==> src/rtl/aes_dec_sched.sv <==
// Issue scheduler and output buffer for the pipelined AES-128 decryptor.
// Optional statistics counters are enabled by defining AESD_STATS_EN.
module aes_dec_sched #(
    parameter int LATENCY    = 59,
    parameter int FIFO_DEPTH = 8,
    parameter int TAG_W      = 8
) (
    input  logic             clk,
    input  logic             rst,
    input  logic             key_valid,
    input  logic [127:0]     key_in,
    output logic             key_ready,
    input  logic             s_valid,
    input  logic [127:0]     s_data,
    output logic             s_ready,
    output logic [127:0]     pipe_ct,
    output logic [127:0]     pipe_key10,
    input  logic [127:0]     pipe_pt,
    output logic             m_valid,
    output logic [127:0]     m_data,
    output logic [TAG_W-1:0] m_tag,
`ifdef AESD_STATS_EN
    output logic [31:0]      stat_in,
    output logic [31:0]      stat_out,
`endif
    input  logic             m_ready
);

    localparam int CNT_W = $clog2(FIFO_DEPTH + 1);
    localparam int PTR_W = $clog2(FIFO_DEPTH);
    localparam logic [CNT_W:0] DEPTH_C = (CNT_W + 1)'(FIFO_DEPTH);

    typedef enum logic [1:0] {
        NOKEY,
        RUN,
        DRAIN
    } state_t;

    state_t state, state_nx;

    logic [CNT_W-1:0] inflight;
    logic [CNT_W-1:0] fifo_cnt;
    logic [CNT_W:0]   credit_used;
    logic [TAG_W-1:0] tag_cnt;

    logic [LATENCY:0]             vld_sr;
    logic [LATENCY:0][TAG_W-1:0]  tag_sr;

    logic [PTR_W-1:0] wr_ptr;
    logic [PTR_W-1:0] rd_ptr;
    logic [127:0]     pt_mem  [FIFO_DEPTH];
    logic [TAG_W-1:0] tag_mem [FIFO_DEPTH];

    logic issue;
    logic key_hs;
    logic capture;
    logic pop;

    assign issue   = s_valid && s_ready;
    assign key_hs  = key_valid && key_ready;
    assign capture = vld_sr[LATENCY];
    assign pop     = m_valid && m_ready;

    // Every block issued and not yet popped holds one credit.
    assign credit_used = (CNT_W + 1)'(inflight) + (CNT_W + 1)'(fifo_cnt);

    // ------------------------------------------------------------------
    // Key / issue sequencing
    // ------------------------------------------------------------------
    always_ff @(posedge clk) begin
        if (rst) begin
            state <= NOKEY;
        end else begin
            state <= state_nx;
        end
    end

    // NOTE: every output of this block gets a default first so no path
    // through the case leaves a latch behind.
    always_comb begin
        state_nx  = state;
        key_ready = 1'b0;
        s_ready   = 1'b0;
        case (state)
            NOKEY: begin
                key_ready = 1'b1;
                if (key_valid) state_nx = RUN;
            end
            RUN: begin
                s_ready = (credit_used < DEPTH_C);
                if (key_valid) state_nx = DRAIN;
            end
            DRAIN: begin
                key_ready = (inflight == '0);
                if (key_valid && inflight == '0) state_nx = RUN;
            end
            default: state_nx = NOKEY;
        endcase
    end

    // NOTE: sequential state is updated with non-blocking assignments only,
    // so every register samples pre-edge values regardless of block order.
    always_ff @(posedge clk) begin
        if (rst) begin
            pipe_ct    <= '0;
            pipe_key10 <= '0;
            tag_cnt    <= '0;
        end else begin
            pipe_ct <= issue ? s_data : '0;
            if (key_hs) pipe_key10 <= key_in;
            if (issue)  tag_cnt    <= tag_cnt + TAG_W'(1);
        end
    end

    // ------------------------------------------------------------------
    // In-flight tracking: a block issued at edge E reaches the top bit
    // just before edge E+LATENCY+1, which is when its plaintext is taken.
    // ------------------------------------------------------------------
    always_ff @(posedge clk) begin
        if (rst) begin
            vld_sr <= '0;
        end else begin
            vld_sr <= {vld_sr[LATENCY-1:0], issue};
        end
    end

    // NOTE: tag and FIFO storage are left unreset; the valid bits and the
    // FIFO count decide what is ever observed, so reset only touches those.
    always_ff @(posedge clk) begin
        tag_sr <= {tag_sr[LATENCY-1:0], tag_cnt};
    end

    always_ff @(posedge clk) begin
        if (rst) begin
            inflight <= '0;
        end else begin
            case ({issue, capture})
                2'b10:   inflight <= inflight + CNT_W'(1);
                2'b01:   inflight <= inflight - CNT_W'(1);
                default: inflight <= inflight;
            endcase
        end
    end

    // ------------------------------------------------------------------
    // Output FIFO, first-word-fall-through
    // ------------------------------------------------------------------
    always_ff @(posedge clk) begin
        if (!rst && capture) begin
            pt_mem[wr_ptr]  <= pipe_pt;
            tag_mem[wr_ptr] <= tag_sr[LATENCY];
        end
    end

    always_ff @(posedge clk) begin
        if (rst) begin
            wr_ptr   <= '0;
            rd_ptr   <= '0;
            fifo_cnt <= '0;
        end else begin
            if (capture) wr_ptr <= wr_ptr + PTR_W'(1);
            if (pop)     rd_ptr <= rd_ptr + PTR_W'(1);
            case ({capture, pop})
                2'b10:   fifo_cnt <= fifo_cnt + CNT_W'(1);
                2'b01:   fifo_cnt <= fifo_cnt - CNT_W'(1);
                default: fifo_cnt <= fifo_cnt;
            endcase
        end
    end

    assign m_valid = (fifo_cnt != '0);
    assign m_data  = m_valid ? pt_mem[rd_ptr]  : '0;
    assign m_tag   = m_valid ? tag_mem[rd_ptr] : '0;

`ifdef AESD_STATS_EN
    always_ff @(posedge clk) begin
        if (rst) begin
            stat_in  <= '0;
            stat_out <= '0;
        end else begin
            if (issue) stat_in  <= stat_in + 32'd1;
            if (pop)   stat_out <= stat_out + 32'd1;
        end
    end
`endif

    // Credit bookkeeping must keep the FIFO from ever overflowing.
    a_credit: assert property (@(posedge clk) disable iff (rst)
        credit_used <= DEPTH_C);
    a_inflight: assert property (@(posedge clk) disable iff (rst)
        $countones(vld_sr) == int'(inflight));

endmodule
==> config.mk <==
export PLATFORM = sky130hd
export DESIGN_NAME = aes_dec_sched
export DESIGN_NICKNAME = d
export VERILOG_FILES = /design/src/rtl/aes_dec_sched.sv
export SDC_FILE = /design/constraint.sdc
export NUM_CORES = 2
export LEC_CHECK = 0
export ABC_AREA = 1
export BUFFER_PORTS_ARGS = -buffer_cell sky130_fd_sc_hd__buf_2
export CELL_PAD_IN_SITES_DETAIL_PLACEMENT = 1
export CELL_PAD_IN_SITES_GLOBAL_PLACEMENT = 2
export CORE_AREA = 2 2 478 361
export DETAILED_ROUTE_END_ITERATION = 12
export DIE_AREA = 0 0 480 363
export HOLD_SLACK_MARGIN = 0.08
export PLACE_DENSITY = 0.77
export SYNTH_ARGS = -nofsm -noshare
export SYNTH_HDL_FRONTEND = slang
export SYNTH_SLANG_ARGS = --single-unit
==> constraint.sdc <==
create_clock -name clk -period 10.6 [get_ports clk]
set_clock_uncertainty 0.05 [all_clocks]
set_input_delay 2.12 -clock clk [delete_from_list [all_inputs] [get_ports clk]]
set_output_delay 2.12 -clock clk [all_outputs]
set_load 0.05 [all_outputs]
==> key figures <==
Outcome
  – Status: finished, final reports clean

Logic synthesis
  – Yosys cell types: 24
  – Post-Synthesis Cell Area: ~64000 sq um
  – Top cells by area, synth: edfxtp_1, dfxtp_1, nor2_1, o21ai_0, o21ai_1
  – Dominant cell type by area after synthesis: edfxtp_1
  – Synth top area share: 50.9%
  – Synth warn: 0
  – Syn_nets: 5841
  – Mapped Cells: about 5.4k
  – Sequential area share after synthesis: 76.6%
  – Avg Inst Size Synth: roughly 12 sq um
  – Number of synthesized register bits: 1911

Global route
  – Global-route wire length before repair: around 260000 microns
  – Largest net degree at the start of global routing: 188
  – GR Overflow Total: 0
  – Total Routing Usage GR: around a fifth
  – Initial antenna violation count: between 70 and 80
  – Number of global-route vias before repair: between 40k and 50k

Final layout
  – Most common cell after layout, fill and taps aside: nor2_1
  – Share of cells above drive strength 1: 17.9%
  – Commonest non-fill, non-tap cells in the layout: nor2_1, edfxtp_1, dfxtp_1, buf_2, o21ai_0
  – Final instance area: 76300 sq um
  – Area Growth Syn to Fin: 18.9%
  – Fin nets: around 6.6k

Timing
  – Hold Vio Cnt, Final: 0
  – Tcrit/Tclk final: between 60% and 70%
  – Worst hold margin: 0.259 ns
  – Setup_tns: 0 ns
  – Final setup viols: 0
  – Fmax achieved: roughly 150 MHz
  – Unrepaired setup endpoints after global routing: no
  – Fin crit period: just under 7 ns
  – Slew HR: between 20% and 30%
  – Final slew viol count: 0
  – Worst Tran Pin Value: between 1 and 1.5 ns

Pwr
  – Gate power share: 30.0%
  – Pwr per Cell Area: ~270 nW/um^2
  – Internal: 13.1 mW
  – Worst VDD drop: 228 uV
  – Power share of the sequential group: 38.7%
  – Switching pwr: 7.72 mW
  – Lkg Pwr: 29.9 nW
  – Net Sw Frac: 37.2%
  – Clock power share: 31.4%

Route
  – Vias per Instance: 4.75
  – Vias: 41.0k
  – Initial DRT Pass Iterations: 5
  – Initial drt markers: 2438
  – DRC: 0
  – Final WL: 175000 microns
  – WL/cell: approximately 20 microns
  – Antenna-violating nets left: 0

Floorplan
  – Die width: 480 microns
  – Placeable Area: ~170000 sq um
  – Die height: between 300 and 400 microns
  – Die footprint: 174000 sq um
  – Cell Rows: 131
  – I/O pin cnt: about 780
  – Initial core utilization: 37.9%

Clock network
  – Worst-path clk slew: 0.06 ns
  – Clk_lat worst skew: 0.81 ns
  – Htree depth: 4
  – Root Buffer: clkbuf_16
  – CTS Buffer Depth: 3
  – TritonCTS clock tree: yes
  – CTS Buf Count: 184
  – CTS resizes: 0
  – Hold buffers post-CTS: 0
  – Postcts setup bufs: 0
  – Clk sinks: 1911

Setup path
  – Crit-path max FO: 180
  – CP Class: flip-flop to output port
  – CP Capture Type: output port
  – Worst endpoint required time: 8.43 ns
  – Crit start category: flip-flop
  – Critical path arrival: 4.61 ns

Placed design
  – Detail Placement HPWL: 104000 microns
  – Final GP Congestion: approximately 0.8
  – IO Port Bufs: between 700 and 800
  – Placed Area: 70100 sq um

Worst hold path
  – Worst Hold Class: flip-flop to flip-flop

Flow run
  – Max Cap Viol: 0
worst max-delay path: stages (launching register included):
cell and delay (ns):
dfxtp_4 0.93, buf_4 0.73, buf_12 0.56, nor2_1 0.12, nor2_1 0.11, o21ai_0 0.08
o21ai_0 0.11, o21ai_0 0.10, nor2_1 0.29, buf_2 0.32
final timing paths:
path	startpoint	to	slack (ns)	depth (start not counted)
worst max-delay path	flip-flop	m_data[5]	3.82	9
worst min-delay path	tag_sr[314]	tag_sr[322]	0.26	0
worst max register to register	vld_sr[59]	pt_mem[0][18]	7.07	6
worst min register to register	tag_sr[314]	tag_sr[322]	0.26	0
area by class of cell:
type,instances,area [sq um]
clock inverters,84,817
diodes,40,100
multi-input cells,2892,12400
fillers,18200,93200
repair buffers,832,4390
well taps,2261,2830
inverters,346,1320
clock buffers,255,5230
flip-flops and latches,1911,49200
power groups by stage:
stage	combinational (mW)	sequential, mW	clock (mW)
after floorplan	4.39	8.32	0
after global placement	6.21	8.19	0
after detailed placement	6.31	8.20	0
after CTS	6.34	8.04	6.72
after global routing	6.82	8.05	7.00
final	6.22	8.04	6.52
metal layers:
layer	global-route usage, %	wire length, microns	up-vias
met5	0	126	-
met4	5.60	3830	20
met3	5.79	11900	305
met2	33.2	85900	907
met1	24.3	73000	20200
li1	-	-	19500
flip-flops by register name, indices dropped and copies added (netlist names), named ones only:
signal and cells:
tag_mem 64, rd_ptr 3, fifo_cnt 4, pipe_ct 128, wr_ptr 3, state 2
pipe_key10 128, pt_mem 1024, inflight 4, tag_sr 480, tag_cnt 8, vld_sr 60
through the flow:
stage / cells / util [%] / setup slack, ns / power, mW
2_1_floorplan: 5438 / - / 1.90 / 12.7
3_3_place_gp: 8242 / 41.4 / 4.68 / 14.4
3_5_place_dp: 8242 / 41.4 / 4.67 / 14.5
4_1_cts: 8581 / 44.9 / 3.76 / 21.1
5_1_grt: 8600 / 45.0 / 3.46 / 21.9
6_report: 8621 / 45.0 / 3.82 / 20.8
cells by family (layout without fill, tap and decap cells):
group | Yosys count | in the layout | synth area share [%]
compound gates | 989 | 989 | 7.71
xor+xnor | 9 | 9 | 0.123
fa+ha+maj | 14 | 14 | 0.296
buf+inv | 635 | 1517 | 4.18
flops | 1911 | 1911 | 76.6
other cells | 0 | 40 | 0
simple gates | 1880 | 1880 | 11.1
Yosys cell counts, drive strengths merged:
library cell	instances
nor2	1551
edfxtp	1088
o21ai	963
dfxtp	823
inv	346
nand2	310
clkbuf	155
buf	134
a21oi	26
nand3	15
ha	12
xnor2	6
xor2	3
fa	2
nand3b	2
nand4	1
or2	1
(Power assumes the default switching activity.)
